[config.mk]
export PLATFORM = sky130hd
export DESIGN_NAME = gpio_reg_arbiter_flat
export DESIGN_NICKNAME = d
export VERILOG_FILES = /design/src/rtl/gpio_reg_arbiter_pkg.sv /design/src/rtl/gpio_reg_arbiter_if.sv /design/src/rtl/gpio_reg_arbiter_rr_arb2.sv /design/src/rtl/gpio_reg_arbiter.sv /design/src/flat_wrapper.sv
export SDC_FILE = /design/constraint.sdc
export NUM_CORES = 1
export LEC_CHECK = 0
export ABC_AREA = 1
export CAP_MARGIN = 10
export CORE_UTILIZATION = 43
export CTS_BUF_LIST = sky130_fd_sc_hd__clkbuf_4 sky130_fd_sc_hd__clkbuf_8
export DETAILED_ROUTE_END_ITERATION = 8
export PLACE_DENSITY = 0.88
export SLEW_MARGIN = 20
export SYNTH_ARGS = -nofsm -noshare
export SYNTH_HDL_FRONTEND = slang
export SYNTH_SLANG_ARGS = --single-unit
[constraint.sdc]
create_clock -name clock -period 1.7 [get_ports clock]
set_clock_uncertainty 0.15 [all_clocks]
set_input_delay 0.34 -clock clock [delete_from_list [all_inputs] [get_ports clock]]
set_output_delay 0.34 -clock clock [all_outputs]
set_load 0.01 [all_outputs]
[src/rtl/gpio_reg_arbiter_pkg.sv]
// Shared definitions for the GPIO register-port arbiter: FSM encodings,
// requester ids, GPIO register word addresses and the register-port bundle.
package gpio_reg_arbiter_pkg;

  typedef enum logic [1:0] {
    ST_IDLE   = 2'd0,
    ST_ACCESS = 2'd1,
    ST_ACK    = 2'd2
  } state_t;

  typedef enum logic {
    ID_M0 = 1'b0,
    ID_M1 = 1'b1
  } req_id_t;

  // GPIO register word addresses (addr[4:2])
  localparam logic [2:0] ADDR_TRISTATE = 3'd0;
  localparam logic [2:0] ADDR_DATAREG  = 3'd1;
  localparam logic [2:0] ADDR_PINSTATE = 3'd2;
  localparam logic [2:0] ADDR_INT_MASK = 3'd3;

  typedef struct packed {
    logic [2:0]  addr;
    logic        r_wn;
    logic [3:0]  wben;
    logic [31:0] wdata;
  } xfer_t;

  // Register-port values while nothing is being accessed
  localparam xfer_t PORT_IDLE = '{addr: 3'd0, r_wn: 1'b1, wben: 4'h0, wdata: 32'h0};

  function automatic req_id_t other_id(input req_id_t id);
    return (id == ID_M0) ? ID_M1 : ID_M0;
  endfunction

endpackage

[src/rtl/gpio_reg_arbiter_if.sv]
// One requester's req/ack bus towards the GPIO register-port arbiter.
interface gpio_reg_arbiter_if;
  logic        req;
  logic [2:0]  addr;
  logic        r_wn;
  logic [3:0]  wben;
  logic [31:0] wdata;
  logic        ack;
  logic [31:0] rdata;

  modport master (output req, addr, r_wn, wben, wdata, input ack, rdata);
  modport slave  (input req, addr, r_wn, wben, wdata, output ack, rdata);
endinterface

[src/rtl/gpio_reg_arbiter_rr_arb2.sv]
// Two-way round-robin pick: a lone request wins outright, a tie goes to
// the requester that was not granted last.
module gpio_reg_arbiter_rr_arb2
  import gpio_reg_arbiter_pkg::*;
(
  input  logic [1:0] req,
  input  req_id_t    last_grant,
  output req_id_t    grant,
  output logic       valid
);

  // Combinational grant selection
  always_comb begin
    valid = |req;
    grant = ID_M0;
    if (req == 2'b11) begin
      grant = other_id(last_grant);
    end else if (req[1]) begin
      grant = ID_M1;
    end
  end

endmodule

[src/rtl/gpio_reg_arbiter.sv]
// Shares the GPIO register-file port between two requesters. Fields of the
// winner are latched at grant; every output comes straight from a flop.
//
//  state     | meaning
//  ST_IDLE   | port at idle values, arbitrating between m0/m1 requests
//  ST_ACCESS | winner's transfer on the port (1 cycle write, RD_LATENCY+1 read)
//  ST_ACK    | one-cycle ack to the winner, port back at idle values
module gpio_reg_arbiter
  import gpio_reg_arbiter_pkg::*;
#(
  parameter int RD_LATENCY = 1
) (
  input  logic                 clock,
  input  logic                 reset,
  gpio_reg_arbiter_if.slave    m0,
  gpio_reg_arbiter_if.slave    m1,
  output logic [2:0]           reg_addr,
  output logic                 reg_r_wn,
  output logic [3:0]           reg_wben,
  output logic [31:0]          reg_wdata,
  input  logic [31:0]          reg_rdata,
  output logic                 busy
);

  localparam logic [1:0] RD_CNT = 2'(RD_LATENCY);

  state_t      state_q, state_d;
  logic [1:0]  cnt_q, cnt_d;
  req_id_t     win_q, win_d;
  req_id_t     lg_q, lg_d;
  xfer_t       port_q, port_d;
  logic [1:0]  ack_q, ack_d;
  logic [31:0] rd0_q, rd1_q;
  logic        busy_q;
  logic        cap;
  req_id_t     arb_grant;
  logic        arb_valid;
  xfer_t       m0_x, m1_x;

  assign m0_x = '{addr: m0.addr, r_wn: m0.r_wn, wben: m0.wben, wdata: m0.wdata};
  assign m1_x = '{addr: m1.addr, r_wn: m1.r_wn, wben: m1.wben, wdata: m1.wdata};

  gpio_reg_arbiter_rr_arb2 u_arb (
    .req        ({m1.req, m0.req}),
    .last_grant (lg_q),
    .grant      (arb_grant),
    .valid      (arb_valid)
  );

  // Next-state, next port values, ack pulse and read-capture strobe
  always_comb begin
    state_d = state_q;
    cnt_d   = cnt_q;
    win_d   = win_q;
    lg_d    = lg_q;
    port_d  = port_q;
    ack_d   = 2'b00;
    cap     = 1'b0;
    case (state_q)
      ST_IDLE: begin
        port_d = PORT_IDLE;
        if (arb_valid) begin
          state_d = ST_ACCESS;
          win_d   = arb_grant;
          lg_d    = arb_grant;
          port_d  = (arb_grant == ID_M1) ? m1_x : m0_x;
          if (port_d.r_wn) begin
            port_d.wben = 4'h0;
            cnt_d       = RD_CNT;
          end else begin
            cnt_d = 2'd0;
          end
        end
      end
      ST_ACCESS: begin
        // write enables live for the first access cycle only
        port_d.wben = 4'h0;
        if (cnt_q == 2'd0) begin
          state_d = ST_ACK;
          port_d  = PORT_IDLE;
          cap     = port_q.r_wn;
          ack_d   = (win_q == ID_M1) ? 2'b10 : 2'b01;
        end else begin
          cnt_d = cnt_q - 2'd1;
        end
      end
      ST_ACK: begin
        state_d = ST_IDLE;
        port_d  = PORT_IDLE;
      end
      default: begin
        state_d = ST_IDLE;
        port_d  = PORT_IDLE;
      end
    endcase
  end

  // State, port, ack and read-data registers with synchronous reset
  always_ff @(posedge clock) begin
    if (reset) begin
      state_q <= ST_IDLE;
      cnt_q   <= 2'd0;
      win_q   <= ID_M0;
      lg_q    <= ID_M1;
      port_q  <= PORT_IDLE;
      ack_q   <= 2'b00;
      rd0_q   <= 32'h0;
      rd1_q   <= 32'h0;
      busy_q  <= 1'b0;
    end else begin
      state_q <= state_d;
      cnt_q   <= cnt_d;
      win_q   <= win_d;
      lg_q    <= lg_d;
      port_q  <= port_d;
      ack_q   <= ack_d;
      busy_q  <= (state_d != ST_IDLE);
      if (cap && (win_q == ID_M0)) rd0_q <= reg_rdata;
      if (cap && (win_q == ID_M1)) rd1_q <= reg_rdata;
    end
  end

  assign reg_addr  = port_q.addr;
  assign reg_r_wn  = port_q.r_wn;
  assign reg_wben  = port_q.wben;
  assign reg_wdata = port_q.wdata;
  assign busy      = busy_q;
  assign m0.ack    = ack_q[0];
  assign m1.ack    = ack_q[1];
  assign m0.rdata  = rd0_q;
  assign m1.rdata  = rd1_q;

endmodule

[src/flat_wrapper.sv]
// flat-port wrapper written by rule: the top's interface ports become plain ports
module gpio_reg_arbiter_flat import gpio_reg_arbiter_pkg::*;
#(
  parameter int RD_LATENCY = 1
)
  (clock, reset, reg_addr, reg_r_wn, reg_wben, reg_wdata, reg_rdata, busy, m0_req, m0_addr, m0_r_wn, m0_wben, m0_wdata, m0_ack, m0_rdata, m1_req, m1_addr, m1_r_wn, m1_wben, m1_wdata, m1_ack, m1_rdata);
  gpio_reg_arbiter_if m0_i ();
  gpio_reg_arbiter_if m1_i ();
  input  logic clock;
  input  logic reset;
  output logic [2:0] reg_addr;
  output logic reg_r_wn;
  output logic [3:0] reg_wben;
  output logic [31:0] reg_wdata;
  input  logic [31:0] reg_rdata;
  output logic busy;
  input wire logic [$bits(m0_i.req)-1:0] m0_req;
  input wire logic [$bits(m0_i.addr)-1:0] m0_addr;
  input wire logic [$bits(m0_i.r_wn)-1:0] m0_r_wn;
  input wire logic [$bits(m0_i.wben)-1:0] m0_wben;
  input wire logic [$bits(m0_i.wdata)-1:0] m0_wdata;
  output wire logic [$bits(m0_i.ack)-1:0] m0_ack;
  output wire logic [$bits(m0_i.rdata)-1:0] m0_rdata;
  input wire logic [$bits(m1_i.req)-1:0] m1_req;
  input wire logic [$bits(m1_i.addr)-1:0] m1_addr;
  input wire logic [$bits(m1_i.r_wn)-1:0] m1_r_wn;
  input wire logic [$bits(m1_i.wben)-1:0] m1_wben;
  input wire logic [$bits(m1_i.wdata)-1:0] m1_wdata;
  output wire logic [$bits(m1_i.ack)-1:0] m1_ack;
  output wire logic [$bits(m1_i.rdata)-1:0] m1_rdata;
  assign m0_i.req = m0_req;
  assign m0_i.addr = m0_addr;
  assign m0_i.r_wn = m0_r_wn;
  assign m0_i.wben = m0_wben;
  assign m0_i.wdata = m0_wdata;
  assign m0_ack = m0_i.ack;
  assign m0_rdata = m0_i.rdata;
  assign m1_i.req = m1_req;
  assign m1_i.addr = m1_addr;
  assign m1_i.r_wn = m1_r_wn;
  assign m1_i.wben = m1_wben;
  assign m1_i.wdata = m1_wdata;
  assign m1_ack = m1_i.ack;
  assign m1_rdata = m1_i.rdata;
  gpio_reg_arbiter #(.RD_LATENCY(RD_LATENCY)) u_core (.clock(clock), .reset(reset), .m0(m0_i), .m1(m1_i), .reg_addr(reg_addr), .reg_r_wn(reg_r_wn), .reg_wben(reg_wben), .reg_wdata(reg_wdata), .reg_rdata(reg_rdata), .busy(busy));
endmodule
==> reports/results.tsv <==
metric	value	unit
outcome	finished, final reports clean	
setup_viol	0	
path_cells	inv_1 -> ha_1 -> nand2_2 -> nor2_4 -> buf_12 -> nand2_4 -> clkbuf_16 -> nand2_1 -> a21oi_1	
final_antenna_net_count	0	
setup_slack	15.3	ps
viasPerCell	5.19	
synth_area_leaders	dfxtp_1, nand2_1, nand3_1	
htree_num_levels	4	
synth_area_per_cell	7.36	sq um
power	7.82	mW
yosysMostFrequentCell	nand2_1	
diodes	0	
ys_seq_area_share	47.3	%
period_share	99.1	%
utilization	71.0	%
placed_area	7160	sq um
worst_path_max_delay_cell	dfxtp_1	
fillers	889	
vias	5293	
final.setup.tns	0	ps
yosys_warnings	0	
ys_types	19	
core	10800	sq um
drc	0	
synth_edf_count	0	
cp.required	1880	ps
io_buffers	222	
synth_common_cells	nand2_1, dfxtp_1, nand3_1	
wl	16.0	mm
nets	986	
die_w	107	um
r2r_start	u_core.cnt_q[0]$_SDFFE_PP0P_	
row_count	38	
dp_hpwl	9.88	mm
drt_iter0_markers	351	
cts_buffer_depth	2	
cts_made_buffers	17	
slowest_delay	340	ps
arrival	1860	ps
synth_async_sr_flop_share	0	%
worst_hold_slack	156	ps
relSlewSlack	73.3	%
startpoint	u_core.cnt_q[0]$_SDFFE_PP0P_	
fmax	0.594	GHz
power.density	1020	nW/um^2
die_area	11500	sq um
clock_latency	400	ps
die_h	107	um
ioPinCount	223	
grt_usage	25.5	%
gp_congestion	0.856	
tightest_slew	400	ps
p_leak	3.53	nW
netlist_instances	649	
area_growth	61.0	%
vdd_ir_drop_max	689	uV
grt_pass1_vias	4902	
synth_top_area_share	47.3	%
grt_overflow	0	
grt_max_degree	54	
cts_hold_buffers	0	
stdcell_area	7690	sq um
antenna_found_initial	0	
instances_no_fill	1020	
yosysTopAreaCell	dfxtp_1	
hold_class	primary input to flop	
worstSetupPathType	flop to flop	
cts.sinks	113	
dp_cells	982	
synth.ff_latch_count	113	
worstHoldStart	reset	
worstPathMaxFanout	16	
synth_nets	767	
drv_cap	0	
cts_tree	built	
synthesis.area	4780	sq um
grt_pass1_wl	23.4	mm
path_clk_slew	80	ps
cts_root_buf	clkbuf_8	
drive_gt1_share	7.73	%
crit_path_end_kind	flop	
critPathLaunchType	flop	
dr.pass1.iters	6	
wl_per_cell	15.7	um
fin_crit	1680	ps
drv_slew	0	
synth_ff_type	dfxtp_1	
start_util	44.1	%
dp_worst_setup_slack	-143	ps
hold_viol	0	
==> registers in the layout (all words and copies together), names as in the netlist <==
| register | count |
|---|---|
| u_core.ack_q | 2 |
| u_core.lg_q | 1 |
| u_core.win_q | 1 |
| u_core.m1.rdata | 32 |
| u_core.cnt_q | 2 |
| u_core.m0.rdata | 32 |
| u_core.busy | 1 |
| u_core.state_q | 2 |
| u_core.reg_addr | 3 |
| u_core.reg_wben | 4 |
| u_core.reg_r_wn | 1 |
| u_core.reg_wdata | 32 |
==> path summary, 6_finish.rpt <==
| path | to | slack, ps | cells after the start |
|---|---|---|---|
| setup / recovery | u_core.m0.rdata[7]$_SDFFE_PP0P_ | 20 | 9 |
| hold / removal | u_core.lg_q$_SDFFE_PP1P_ | 160 | 3 |
| setup reg to reg | u_core.m0.rdata[7]$_SDFFE_PP0P_ | 20 | 9 |
| hold reg to reg | u_core.m1.rdata[6]$_SDFFE_PP0P_ | 310 | 2 |
==> placed cells by master (no fill, tap or decap) <==
master / instances
nand2_1: 161
clkdlybuf4s50_1: 114
dfxtp_1: 113
nand3_1: 108
dlygate4sd2_1: 107
a21oi_1: 103
inv_1: 52
nand3b_1: 35
clkbuf_8: 17
nor2_1: 14
buf_4: 14
buf_12: 8
clkbuf_16: 6
bufinv_16: 5
clkinv_4: 4
nor2_4: 3
inv_6: 3
nand2_2: 2
nand2_4: 2
ha_1: 2
clkinv_1: 1
a21oi_2: 1
nand4_1: 1
o21ai_0: 1
clkinvlp_4: 1
inv_8: 1
buf_6: 1
==> worst max-delay path: cells and delay by family, from the launching register on <==
family | cells | cell delay, ps
fa+ha+maj | 1 | 230
flops | 1 | 340
compound gates | 1 | 150
simple gates | 4 | 320
buf+inv | 3 | 420
==> final cells by class <==
cell class / instances / area [sq um] / area share, %
timing repair buffer: 250 / 2500 / 32.6
sequential: 113 / 2260 / 29.4
multi-input combinational: 433 / 2090 / 27.2
clock buffer: 17 / 234 / 3.04
clock inverter: 14 / 230 / 2.99
inverter: 53 / 199 / 2.59
tap: 140 / 175 / 2.28
==> per-layer routing <==
| metal | GRT usage (%) | vias up | wire length (um) |
|---|---|---|---|
| met5 | 0 | - | 0 |
| met4 | 10.9 | 0 | 444 |
| met3 | 4.36 | 32 | 904 |
| met2 | 44.5 | 234 | 8170 |
| met1 | 30.7 | 2464 | 6490 |
| li1 | - | 2563 | - |
==> power breakdown <==
group          total, mW  switching (mW)  internal [mW]
sequential          2.97           0.112           2.86
clock               2.96            1.19           1.77
combinational       1.88           0.990          0.891
==> what timing repair did <==
item                       CTS  global route
setup endpoints to repair  107            30
pin swaps                    0             1
resized for setup          107             8
buffers inserted             0             1
cloned                       0             6
==> logic make-up after synthesis <==
kind of cell	after synthesis	share of synthesized area, %
buffers and inverters	103	9.58
and+or+nand+nor	326	31.6
DFF	113	47.3
adders and majority gates	2	0.524
AOI/OAI and AO/OA	105	11.0
Note: power is estimated with default switching activity, not from simulation.
